==> src/rtl/fifo_arb_pkg.sv <==
// rtl/fifo_arb_pkg.sv - shared types and helpers for fifo_read_arbiter
// Contents: arbiter state enum, constant-foldable clog2, default burst length.

package fifo_arb_pkg;

  localparam int DEFAULT_BURST_LEN = 8;

  typedef enum logic {
    IDLE  = 1'b0,
    BURST = 1'b1
  } arb_state_t;

  // Ceiling log2 usable in parameter expressions; clog2(1) = 0.
  function automatic int clog2(input int value);
    int r;
    r = 0;
    for (int i = 0; i < 31; i++) begin
      if ((1 << i) < value) r = i + 1;
    end
    return r;
  endfunction

endpackage

==> src/rtl/fifo_read_arbiter_rr_pick.sv <==
// rtl/fifo_read_arbiter_rr_pick.sv - round-robin first-requester search
// Ports:
//   req     in   N_CH  per-channel request (FIFO non-empty)
//   rr_ptr  in   CH_W  last granted channel; search starts at rr_ptr+1
//   found   out  1     some channel is requesting
//   index   out  CH_W  first requesting channel after rr_ptr (modulo N_CH)

module rr_pick #(
  parameter int N_CH = 4,
  parameter int CH_W = 2
) (
  input  logic [N_CH-1:0] req,
  input  logic [CH_W-1:0] rr_ptr,
  output logic            found,
  output logic [CH_W-1:0] index
);

  always_comb begin
    int c;
    logic [CH_W-1:0] ci;
    found = 1'b0;
    index = '0;
    c     = 0;
    ci    = '0;
    // Offsets 1..N_CH so rr_ptr itself is visited last.
    for (int k = 1; k <= N_CH; k++) begin
      c  = (int'(rr_ptr) + k) % N_CH;
      ci = CH_W'(c);
      if (!found && req[ci]) begin
        found = 1'b1;
        index = ci;
      end
    end
  end

endmodule

==> src/rtl/fifo_read_arbiter.sv <==
// rtl/fifo_read_arbiter.sv - round-robin burst scheduler draining N FIFOs into one stream
// Optional feature macro: FIFO_ARB_WCOUNT_EN (adds word_cnt accepted-word counter).
// Ports:
//   rclk       in   1            read-domain clock
//   rrst       in   1            asynchronous active-high reset
//   in_rempty  in   N_CH         per-channel FIFO empty flag
//   in_rdata   in   N_CH*DATA_W  per-channel FIFO head word
//   in_rinc    out  N_CH         per-channel pop strobe (combinational, one-hot or zero)
//   out_valid  out  1            output word valid
//   out_ready  in   1            downstream accepts word
//   out_data   out  DATA_W       output word
//   out_chan   out  CH_W         source channel of out_data
//   out_last   out  1            word completes a full BURST_LEN burst
//   busy       out  1            a burst grant is active
//   word_cnt   out  32           accepted output words (only with FIFO_ARB_WCOUNT_EN)

module fifo_read_arbiter
  import fifo_arb_pkg::*;
#(
  parameter int N_CH      = 4,
  parameter int DATA_W    = 16,
  parameter int BURST_LEN = DEFAULT_BURST_LEN,
  parameter int CH_W      = 2
) (
  input  logic                     rclk,
  input  logic                     rrst,
  input  logic [N_CH-1:0]          in_rempty,
  input  logic [N_CH*DATA_W-1:0]   in_rdata,
  output logic [N_CH-1:0]          in_rinc,
  output logic                     out_valid,
  input  logic                     out_ready,
  output logic [DATA_W-1:0]        out_data,
  output logic [CH_W-1:0]          out_chan,
  output logic                     out_last,
  output logic                     busy
`ifdef FIFO_ARB_WCOUNT_EN
  ,
  output logic [31:0]              word_cnt
`endif
);

  localparam int              CNT_W    = clog2(BURST_LEN) + 1;
  localparam logic [CNT_W-1:0] LAST_CNT = CNT_W'(BURST_LEN - 1);

  arb_state_t       state;
  logic [CH_W-1:0]  sel;
  logic [CH_W-1:0]  rr_ptr;
  logic [CNT_W-1:0] burst_cnt;

  logic             pick_found;
  logic [CH_W-1:0]  pick_idx;
  logic             can_load;
  logic             sel_empty;
  logic             pop;
  logic             last_pop;

  rr_pick #(
    .N_CH (N_CH),
    .CH_W (CH_W)
  ) u_rr_pick (
    .req    (~in_rempty),
    .rr_ptr (rr_ptr),
    .found  (pick_found),
    .index  (pick_idx)
  );

  assign can_load  = !out_valid || out_ready;
  assign sel_empty = in_rempty[sel];
  // Same-cycle pop relies on the FIFO deasserting rempty on the pop edge.
  assign pop       = (state == BURST) && !sel_empty && can_load;
  assign last_pop  = pop && (burst_cnt == LAST_CNT);
  assign busy      = (state == BURST);

  always_comb begin
    in_rinc      = '0;
    in_rinc[sel] = pop;
  end

  always_ff @(posedge rclk or posedge rrst) begin
    if (rrst) begin
      state     <= IDLE;
      sel       <= '0;
      rr_ptr    <= CH_W'(N_CH - 1);
      burst_cnt <= '0;
      out_valid <= 1'b0;
      out_data  <= '0;
      out_chan  <= '0;
      out_last  <= 1'b0;
    end else begin
      // Output register: load on pop, retire an accepted word otherwise.
      if (pop) begin
        out_valid <= 1'b1;
        out_data  <= in_rdata[int'(sel)*DATA_W +: DATA_W];
        out_chan  <= sel;
        out_last  <= last_pop;
      end else if (can_load) begin
        out_valid <= 1'b0;
      end

      case (state)
        IDLE: begin
          if (pick_found) begin
            sel       <= pick_idx;
            burst_cnt <= '0;
            state     <= BURST;
          end
        end
        BURST: begin
          if (sel_empty) begin
            // Early termination: channel ran dry before a full burst.
            rr_ptr <= sel;
            state  <= IDLE;
          end else if (pop) begin
            burst_cnt <= burst_cnt + 1'b1;
            if (last_pop) begin
              rr_ptr <= sel;
              state  <= IDLE;
            end
          end
        end
        default: state <= IDLE;
      endcase
    end
  end

`ifdef FIFO_ARB_WCOUNT_EN
  always_ff @(posedge rclk or posedge rrst) begin
    if (rrst) begin
      word_cnt <= '0;
    end else if (out_valid && out_ready) begin
      word_cnt <= word_cnt + 32'd1;
    end
  end
`endif

endmodule

==> config.mk <==
export PLATFORM = sky130hd
export DESIGN_NAME = fifo_read_arbiter
export DESIGN_NICKNAME = d
export VERILOG_FILES = /design/src/rtl/fifo_arb_pkg.sv /design/src/rtl/fifo_read_arbiter_rr_pick.sv /design/src/rtl/fifo_read_arbiter.sv
export SDC_FILE = /design/constraint.sdc
export NUM_CORES = 1
export LEC_CHECK = 0
export CORE_MARGIN = 5
export CORE_UTILIZATION = 40
export DETAILED_ROUTE_END_ITERATION = 8
export GPL_TIMING_DRIVEN = 0
export PLACE_DENSITY = 0.82
export REMOVE_ABC_BUFFERS = 1
export SYNTH_ARGS = -nofsm -noshare
export SYNTH_HDL_FRONTEND = slang
export SYNTH_SLANG_ARGS = --single-unit
==> constraint.sdc <==
create_clock -name rclk -period 3.45 [get_ports rclk]
set_input_delay 0.69 -clock rclk [delete_from_list [all_inputs] [get_ports rclk]]
set_output_delay 0.69 -clock rclk [all_outputs]
set_load 0.02 [all_outputs]
# Word level (Yosys, flattened, before mapping)
# Cells that the tools add are included.
# Widths: inputs -> output; s select.
# classes
addsub	5
order_cmp	6
eq_ne	4
shifts	1
muxes	34
n_bitwise	3
n_reduce_logical	19
# ops
op	count
$shiftx 64x7->16	1
$mux 1	16
$lt 2x3->1 const B	5
$mux 2	7
$mux 4	3
$bmux 1 s2	5
$pmux 4 s2	1
$logic_and 1x1->1	7
$reduce_and 3->1	2
$reduce_bool 2->1	3
$logic_not 1->1	5
$add 2x1->2 const B	2
$add 2x2->2 const B	2
$add 4x1->4 const B	1
$and 4x4->4	1
$eq 4x3->1 const B	1
$ne 2x2->1 const B	2
$not 4->4	1
$demux 1 s2	1
$ge 2x1->1 const B	1
$ne 2x1->1 const B	1
$pmux 1 s2	1
$reduce_and 2->1	1
$logic_or 1x1->1	1
$not 1->1	1
# word_totals
regBits	29
input_bits	71
out_inout_bits	25
word_cells	80

# Longest topological paths before layout
# Gate-level depths: netlist of the first run.
# logic_depth
depth_word	15
depth_mapped	5
ltp_nobuf	4

# Cells and area by module
# From an unflattened synthesis of the first run, not the netlist that was laid out.
# unflattened
cells_unflattened	146
area_unflattened_um2	1860.5
# modules_own_cells
mod	n_inst	cells_per_inst	area_each_um2	seq_area_each_um2
fifo_read_arbiter	1	132	1769.2	728.2
rr_pick	1	14	91.3	0.0

# Least setup slack after synthesis of the first run
# OpenSTA, ideal clock, no wires.
# synth_timing
path_type	input port to output port
from	in out_ready
to	out in_rinc[1]
arrival_ns	1.819
required_time_ns	2.760
path_slack_ns	0.941
cell_stages	4
n_path_buf	1
cell_sequence	nand2b_1 > clkbuf_1 > nand2_1 > nor4b_1
# synth_via
elab_chain_cells	3
# synth_lines
element	line	source
from (decl)	fifo_read_arbiter.sv:31	input logic out_ready,
$logic_or 1x1->1	fifo_read_arbiter.sv:67	assign can_load = !out_valid || out_ready;
$logic_and 1x1->1	fifo_read_arbiter.sv:70	assign pop = (state == BURST) && !sel_empty && can_load;
$and 4x4->4 (no line)	--	
to (decl)	fifo_read_arbiter.sv:29	output logic [N_CH-1:0] in_rinc,
# Every way passes these cells.

# Final worst setup path of the first run
# Same ends and word-level chain as after synthesis.

==> out/qor.csv, run 1 <==
metric,value,unit
worst skew pair latency,0.27,ns
clock slew at reported path FFs,0.06,ns
Max Slew Vio Count,0,
Post-DP HPWL,4050,µm
unrepaired setup endpoints after global routing,no,
worst clock skew,0.00424,ns
Hold Buf Count CTS,0,
DRT antenna net count,0,
"commonest non-fill, non-tap cell in the layout",clkdlybuf4s50_1,
DR iter-0 viols,55,
R2R cell count,3,
Final min period,3.16,ns
GRT overflow,0,
Hold WC Path Type,reg -> reg,
met1 usage in global routing,23.8,%
M2 GR Usage,28.6,%
final WL,5250,µm
largest net degree at the start of global routing,30,
worst hold slack,0.467,ns
root buffer cell,clkbuf_8,
Critical Path Start Type,input pin,
Fmax,0.317,GHz
htree depth,2,
Die X,76.9,µm
Core Area,4350,µm²
I/O Buffers,95,
Final Util,64.7,%
row count,24,
placed instance area,2740,µm²
sequential element share of the synthesized area,40.7,%
Finished Cell Area,2820,µm²
setup tns final,0,ns
drt wl/cell,18.7,µm
Die Height,76.9,µm
VDD IR max,0.386,mV
yosys warns,0,
Worst Path Arrival,2.47,ns
"Cell Chain, Critical Path",clkdlybuf4s50_1 > nand2b_1 > nand2_1 > nor4b_1 > clkdlybuf4s50_1,
Fillers,339,
Max Cap Violations,0,
Crit path depth,5,
initial antenna violation count,0,
initial core utilization,41.1,%
"critical path fanouts, max",8,
crit path buf inv count,2,
slowest CP cell,clkdlybuf4s50_1,
CP Class,in -> out,
met3 Usage GRT,7.03,%
# DRC,0,
clock sinks,29,
vias per std cell,5.52,
PD cells,776,nW/µm²
final worst path period share,91.5,%
run status,"finished, final reports clean",
Placer Congestion,0.733,
"Cell Area, Synth",1790,µm²
Pleak,1.10,nW
post-CTS setup buffers,0,
setup violators final,0,
Final nets,299,
CTS buffer count,5,
Yosys reg bits,29,
synth unique cells,34,
I/O pin cnt,96,
drt first pass iters,4,
CTS tree,done,
WHS Path Cells,1,
Die ar.,5910,µm²
final hold vios,0,
area grow syn2layout,57.7,%
most frequent cells in the layout,"clkdlybuf4s50_1 (95), dfrtp_1 (26), mux2_2 (17), mux4_2 (15), nand2_1 (10)",
layout cells sized above 1,19.3,%
via count,1545,
post_cts resized,0,
global-route wire length before repair,8490,µm
busiest grt layer,met2,
Most common cell on crit path,clkdlybuf4s50_1,
critical path's top delay family,buffers and inverters,
Clock Path Buffers,2,
# diodes,0,
vias in the first global route,1537,
Slew @ Worst Pin,1.04,ns
WP data required,2.76,ns
"slowest stage delay, CP",0.66,ns
relative max-transition margin,30.9,%
Synth Area per Inst,13.1,µm²
Worst setup EP type,primary output,
Tot GR Track Use,18.2,%
Gate Count Post-Synth,136,
## final cells by class
type                            count  area, µm²  share of cell area (%)
Tap cell                           52       65.1                    2.31
Multi-Input combinational cell     90        968                    34.4
Timing Repair Buffer               95        951                    33.7
Clock inverter                      2       10.0                   0.355
Clock buffer                        6       72.6                    2.57
Sequential cell                    29        729                    25.9
Inverter                            6       22.5                   0.799
## cells by family (layout without fill, tap and decap cells)
logic type,Yosys count,count (layout),synth area share [%]
multiplexers,41,41,36.5
AND/OR/NAND/NOR,33,33,10.3
flip-flops,29,29,40.7
buffers and inverters,17,109,5.11
AO/OA/AOI/OAI,15,15,6.65
adder cells (fa/ha/maj),1,1,0.700
## synth_stat cells
library cell  count  area, µm²
a221o_1           1       10.0
a22o_1            1       8.76
a2bb2oi_1         1       8.76
a31o_2            1       8.76
a32oi_1           2       17.5
a41o_1            1       10.0
a41oi_1           2       17.5
and2_1            3       18.8
and3b_1           1       8.76
buf_1             1       3.75
buf_2             4       20.0
buf_6             3       33.8
clkbuf_1          3       11.3
dfrtp_1          27        676
dfstp_2           2       52.6
ha_1              1       12.5
inv_1             6       22.5
mux2_1            1       11.3
mux2_2           17        191
mux2i_1           6       60.1
mux4_1            2       52.6
mux4_2           15        338
nand2_1          10       37.5
nand2b_1          2       12.5
nand3_1           3       15.0
nor2_1            3       11.3
nor2b_1           3       18.8
nor3_1            2       10.0
nor3_4            1       16.3
nor3b_1           1       7.51
nor4_1            3       18.8
nor4b_1           1       8.76
o21ai_0           4       20.0
o311ai_0          2       17.5
## sequential cells by signal, summed over array words and instances (netlist names)
signal,count
sel,2
rr_ptr,2
busy,1
out_last,1
out_chan,2
out_data,16
out_valid,1
burst_cnt,4
## report_power, final
| part | switching (W) | internal (W) |
|---|---|---|
| logic | 0.000496 | 0.000703 |
| clock network | 0.000120 | 0.000139 |
| registers | 0.000218 | 0.000511 |
| total | 0.000834 | 0.00135 |
## metal layers
layer	routed length [µm]	vias up	part of all wire (%)
li1	-	711	-
met1	2270	748	43
met2	2460	82	47
met3	473	4	9.0
met4	42	0	0.80
met5	0	-	0
## final timing paths
check | slack, ns | start | to
worst max register to register | 0.65 | sel[0] | out_data[11]
worst max-delay path | 0.29 | out_ready | in_rinc[1]
worst min register to register | 0.47 | burst_cnt[3] | burst_cnt[3]
min in group asynchronous | 0.97 | rrst | out_data[10]
max in group asynchronous | 1.79 | rrst | sel[0]
worst min-delay path | 0.47 | burst_cnt[3] | burst_cnt[3]
## per-stage QoR
step,total power [W],cells,setup slack (ns)
2_1_floorplan,0.00143,125,0.665
3_3_place_gp,0.00192,272,0.171
3_5_place_dp,0.00195,272,0.159
4_1_cts,0.00222,280,0.156
5_1_grt,0.00234,280,0.176
6_report,0.00219,280,0.292
Note: power is estimated with default switching activity, not from simulation.
==> run 2: changes to the inputs <==
Settings changed: PLACE_DENSITY 0.82 to not set, PLACE_DENSITY_LB_ADDON set to 0.3.
==> out/qor.csv, run 2 (synthesis gave the netlist of run 1 again) <==
metric,value,unit,change
Sw Ratio,37.2,%,was 38.1%
sequential share of power,32.8,%,was 33.3%
Critical Path Start Type,input pin,,unchanged
reported net switching power,0.000825,W,was 0.000834 W
Tot GR Track Use,17.7,%,was 18.2%
root buffer cell,clkbuf_8,,unchanged
initial core utilization,41.1,%,unchanged
Worst setup EP type,primary output,,unchanged
R2R cell count,3,,unchanged
Max Slew Vio Count,0,,unchanged
vias in the first global route,1687,,"was 1,537"
crit path buf inv count,2,,unchanged
setup tns final,0,ns,unchanged
"commonest non-fill, non-tap cell in the layout",clkdlybuf4s50_1,,unchanged
Slew @ Worst Pin,1.05,ns,was 1.04 ns
Clock Path Buffers,2,,unchanged
relative max-transition margin,30.2,%,was 30.9%
worst hold slack,0.488,ns,was 0.467 ns
GRT overflow,0,,unchanged
row count,24,,unchanged
vias per std cell,5.51,,was 5.52
global-route wire length before repair,8430,µm,was 8490 µm
Hold WC Path Type,reg -> reg,,unchanged
clock sinks,29,,unchanged
worst skew pair latency,0.28,ns,was 0.27 ns
max reg flops,16,,unchanged
fin cells,280,,unchanged
DR iter-0 viols,43,,was 55
Most common cell on crit path,clkdlybuf4s50_1,,unchanged
"Cell Chain, Critical Path",clkdlybuf4s50_1 > nand2b_1 > nand2_1 > nor4b_1 > clkdlybuf4s50_1,,unchanged
clock slew at reported path FFs,0.06,ns,about the same
"critical path fanouts, max",8,,unchanged
critical path's top delay family,buffers and inverters,,unchanged
final hold vios,0,,unchanged
largest net degree at the start of global routing,30,,unchanged
drt first pass iters,4,,unchanged
post-CTS setup buffers,0,,unchanged
total power,0.00222,W,was 0.00219 W
CTS tree,done,,unchanged
# DRC,0,,unchanged
worst reg-to-reg setup slack,0.62,ns,was 0.65 ns
unrepaired setup endpoints after global routing,no,,unchanged
I/O Buffers,95,,unchanged
post_cts resized,0,,unchanged
I/O pin cnt,96,,unchanged
Hold Buf Count CTS,0,,unchanged
setup violators final,0,,unchanged
"slowest stage delay, CP",0.66,ns,about the same
Max Cap Violations,0,,unchanged
Largest regs,"out_data: 16 flops, burst_cnt: 4 flops",,unchanged
htree depth,2,,unchanged
most frequent cells in the layout,"clkdlybuf4s50_1 (95), dfrtp_1 (26), mux2_2 (17), mux4_2 (15), nand2_1 (10)",,unchanged
Pleak,1.11,nW,was 1.10 nW
clock power share,13.6,%,was 11.8%
Final nets,299,,unchanged
Die ar.,5910,µm²,unchanged
Die Height,76.9,µm,unchanged
Worst Path Arrival,2.48,ns,was 2.47 ns
VDD IR max,0.381,mV,was 0.386 mV
WP data required,2.76,ns,about the same
Placer Congestion,0.812,,was 0.733
Power Internal,0.00139,W,was 0.00135 W
worst clock skew,0.00238,ns,was 0.00424 ns
DRT antenna net count,0,,unchanged
Reg with most FFs,out_data,,unchanged
# diodes,0,,unchanged
Gate power share,53.6,%,was 54.8%
Post-DP HPWL,3840,µm,was 4050 µm
run status,"finished, final reports clean",,unchanged
CP Class,in -> out,,unchanged
slowest CP cell,clkdlybuf4s50_1,,unchanged
layout cells sized above 1,19.7,%,was 19.3%
final worst path period share,92.0,%,was 91.5%
Fmax,0.315,GHz,was 0.317 GHz
area grow syn2layout,58.7,%,was 57.7%
Final min period,3.17,ns,was 3.16 ns
final WL,4920,µm,was 5250 µm
Die X,76.9,µm,unchanged
PD cells,782,nW/µm²,was 776 nW/µm²
Crit path depth,5,,unchanged
via count,1543,,"was 1,545"
# placed instances,272,,unchanged
initial antenna violation count,0,,unchanged
CTS buffer count,5,,unchanged
WHS Path Cells,1,,unchanged
Core Area,4350,µm²,unchanged
drt wl/cell,17.6,µm,was 18.7 µm
run 2: worst reg2reg max path: stages, from the launching register on:
cell,delay [ns]
dfrtp_2,0.81
mux4_2,0.70
nor3_4,0.78
mux2_2,0.43
run 2: layout make-up:
type | instances | area, µm²
Clock inverter | 1 | 5.00
Clock buffer | 7 | 96.3
Sequential cell | 29 | 729
Inverter | 6 | 22.5
Multi-Input combinational cell | 90 | 968
Timing Repair Buffer | 95 | 951
Tap cell | 52 | 65.1
Fill cell | 367 | 1520
run 2: path summary, 6_finish.rpt:
kind / from / endpoint
max: out_ready / in_rinc[1]
min: burst_cnt[3] / burst_cnt[3]
max reg2reg: sel[0] / out_data[8]
min reg2reg: burst_cnt[3] / burst_cnt[3]
max in group asynchronous: rrst / sel[0]
min in group asynchronous: rrst / out_data[0]
run 2: through the flow:
stage          utilization, %  setup WS, ns  instance area [µm²]
2_1_floorplan               -         0.665                 1720
3_3_place_gp             62.8         0.128                 2740
3_5_place_dp             62.8         0.134                 2740
4_1_cts                  65.1         0.128                 2840
5_1_grt                  65.2         0.100                 2840
6_report                 65.2         0.276                 2840
run 2: power by group through the flow:
stage	combinational, W	sequential [W]	clock, W
global route	0.00128	0.000768	0.000329
finish	0.00119	0.000727	0.000302
global placement	0.00118	0.000732	0
floorplan	0.000592	0.000836	0
detailed placement	0.00120	0.000737	0
CTS	0.00121	0.000730	0.000313
run 2: layer usage:
layer  global-route usage, %  routed length (µm)
met5                       0                   0
met4                    5.07                  86
met3                    6.09                 528
met2                    29.1                2340
met1                    22.0                1970
==> run 3: changes to the inputs <==
==> constraint.sdc (replaced) <==
create_clock -name rclk -period 3.45 [get_ports rclk]
set_input_delay 1.035 -clock rclk [delete_from_list [all_inputs] [get_ports rclk]]
set_output_delay 1.035 -clock rclk [all_outputs]
set_load 0.02 [all_outputs]
==> out/qor.csv, run 3 (synthesis gave the netlist of run 1 again) <==
metric,value,unit,change
"slowest stage delay, CP",0.50,ns,was 0.66 ns
DR iter-0 viols,53,,was 43
sequential share of power,33.0,%,was 32.8%
setup violators final,0,,unchanged
final hold vios,0,,unchanged
Largest regs,"out_data: 16 flops, burst_cnt: 4 flops",,unchanged
relative max-transition margin,30.0,%,was 30.2%
area grow syn2layout,59.1,%,was 58.7%
CP Class,in -> out,,unchanged
Critical Path Start Type,input pin,,unchanged
"commonest non-fill, non-tap cell in the layout",clkdlybuf4s50_1,,unchanged
clock power share,13.6,%,about the same
Power Internal,0.00139,W,about the same
"critical path fanouts, max",8,,unchanged
Die X,76.9,µm,unchanged
reported net switching power,0.000836,W,was 0.000825 W
drt wl/cell,17.8,µm,was 17.6 µm
Final nets,299,,unchanged
VDD IR max,0.374,mV,was 0.381 mV
critical path's top delay family,buffers and inverters,,unchanged
Core Area,4350,µm²,unchanged
max reg flops,16,,unchanged
initial core utilization,41.1,%,unchanged
root buffer cell,clkbuf_8,,unchanged
# diodes,0,,unchanged
run status,"finished, final reports clean",,unchanged
# placed instances,272,,unchanged
most frequent cells in the layout,"clkdlybuf4s50_1 (91), dfrtp_1 (26), mux2_2 (17), mux4_2 (15), nand2_1 (10)",,"was clkdlybuf4s50_1 (95), dfrtp_1 (26), mux2_2 (17), mux4_2 (15), nand2_1 (10)"
CTS buffer count,5,,unchanged
Slew @ Worst Pin,1.05,ns,about the same
CTS tree,done,,unchanged
# DRC,0,,unchanged
Worst Path Arrival,2.34,ns,was 2.48 ns
Post-DP HPWL,3840,µm,unchanged
clock slew at reported path FFs,0.06,ns,about the same
Max Cap Violations,0,,unchanged
I/O Buffers,95,,unchanged
vias in the first global route,1687,,unchanged
WP data required,2.41,ns,was 2.76 ns
total power,0.00223,W,was 0.00222 W
slowest CP cell,clkdlybuf4s50_1,,unchanged
Fmax,0.297,GHz,was 0.315 GHz
Hold WC Path Type,reg -> reg,,unchanged
final WL,4970,µm,was 4920 µm
vias per std cell,5.53,,was 5.51
initial antenna violation count,0,,unchanged
"Cell Chain, Critical Path",clkdlybuf4s50_1 > nand2b_4 > nand2_1 > nor4_1 > clkdlybuf4s15_1,,was clkdlybuf4s50_1 > nand2b_1 > nand2_1 > nor4b_1 > clkdlybuf4s50_1
Placer Congestion,0.812,,unchanged
worst skew pair latency,0.28,ns,about the same
DRT antenna net count,0,,unchanged
Die Height,76.9,µm,unchanged
final worst path period share,97.7,%,was 92.0%
Final min period,3.37,ns,was 3.17 ns
Clock Path Buffers,2,,unchanged
largest net degree at the start of global routing,30,,unchanged
Sw Ratio,37.5,%,was 37.2%
fin cells,280,,unchanged
crit path buf inv count,2,,unchanged
drt first pass iters,4,,unchanged
Worst setup EP type,primary output,,unchanged
GRT overflow,0,,unchanged
layout cells sized above 1,21.1,%,was 19.7%
row count,24,,unchanged
I/O pin cnt,96,,unchanged
clock sinks,29,,unchanged
Die ar.,5910,µm²,unchanged
worst clock skew,0.00277,ns,was 0.00238 ns
Max Slew Vio Count,0,,unchanged
via count,1547,,"was 1,543"
PD cells,783,nW/µm²,was 782 nW/µm²
Reg with most FFs,out_data,,unchanged
worst reg-to-reg setup slack,0.61,ns,was 0.62 ns
Tot GR Track Use,17.7,%,unchanged
htree depth,2,,unchanged
Pleak,1.13,nW,was 1.11 nW
global-route wire length before repair,8430,µm,unchanged
Gate power share,53.4,%,was 53.6%
## run 3: path summary, 6_finish.rpt
kind	from	endpoint	cells after the start
min reg2reg	burst_cnt[3]	burst_cnt[3]	1
max in group asynchronous	rrst	sel[0]	2
min	burst_cnt[3]	burst_cnt[3]	1
min in group asynchronous	rrst	out_data[0]	2
max reg2reg	sel[0]	out_data[8]	3
max	out_ready	in_rinc[0]	5
## run 3: cell type report
class | instances | area (µm²)
Sequential cell | 29 | 729
Clock buffer | 7 | 96.3
Timing Repair Buffer | 95 | 943
Inverter | 6 | 22.5
Clock inverter | 1 | 5.00
Tap cell | 52 | 65.1
Fill cell | 368 | 1510
Multi-Input combinational cell | 90 | 982
## run 3: routing by layer
metal  wire [µm]  track usage (%)
met5           0                0
met4          86             5.07
met3         527             6.09
met2        2370             29.1
met1        1990             22.0
## run 3: power by group through the flow
stage	Combinational (W)	Clock, W	Sequential [W]
2_1_floorplan	0.000592	0	0.000836
3_3_place_gp	0.00118	0	0.000732
3_5_place_dp	0.00120	0	0.000737
4_1_cts	0.00120	0.000313	0.000731
5_1_grt	0.00128	0.000329	0.000772
6_report	0.00119	0.000303	0.000735
## run 3: repair_timing
action	CTS	global route
gates resized for setup	8	4
hold buffers	0	0
setup buffers	0	0
endpoints found under the setup margin	4	4
## run 3: stage by stage
| stage | utilization [%] | TNS [ns] | hold slack [ns] | instance area, µm² | setup WS, ns |
|---|---|---|---|---|---|
| 2_1_floorplan | - | 0 | 0.441 | 1720 | 0.341 |
| 6_report | 65.3 | 0 | 0.488 | 2840 | 0.0793 |
| 4_1_cts | 65.1 | 0 | 0.491 | 2840 | 0.0235 |
| 3_5_place_dp | 62.8 | -3.08 | 0.483 | 2740 | -0.374 |
| 3_3_place_gp | 62.8 | -3.28 | 0.461 | 2740 | -0.402 |
| 5_1_grt | 65.3 | -0.0116 | 0.499 | 2840 | -0.00654 |
## run 3: worst reg2reg max path, delay by kind of cell, from the launching register on
| family | cells | cell delay (ns) |
|---|---|---|
| flops | 1 | 0.82 |
| mux | 2 | 1.13 |
| simple gates | 1 | 0.78 |
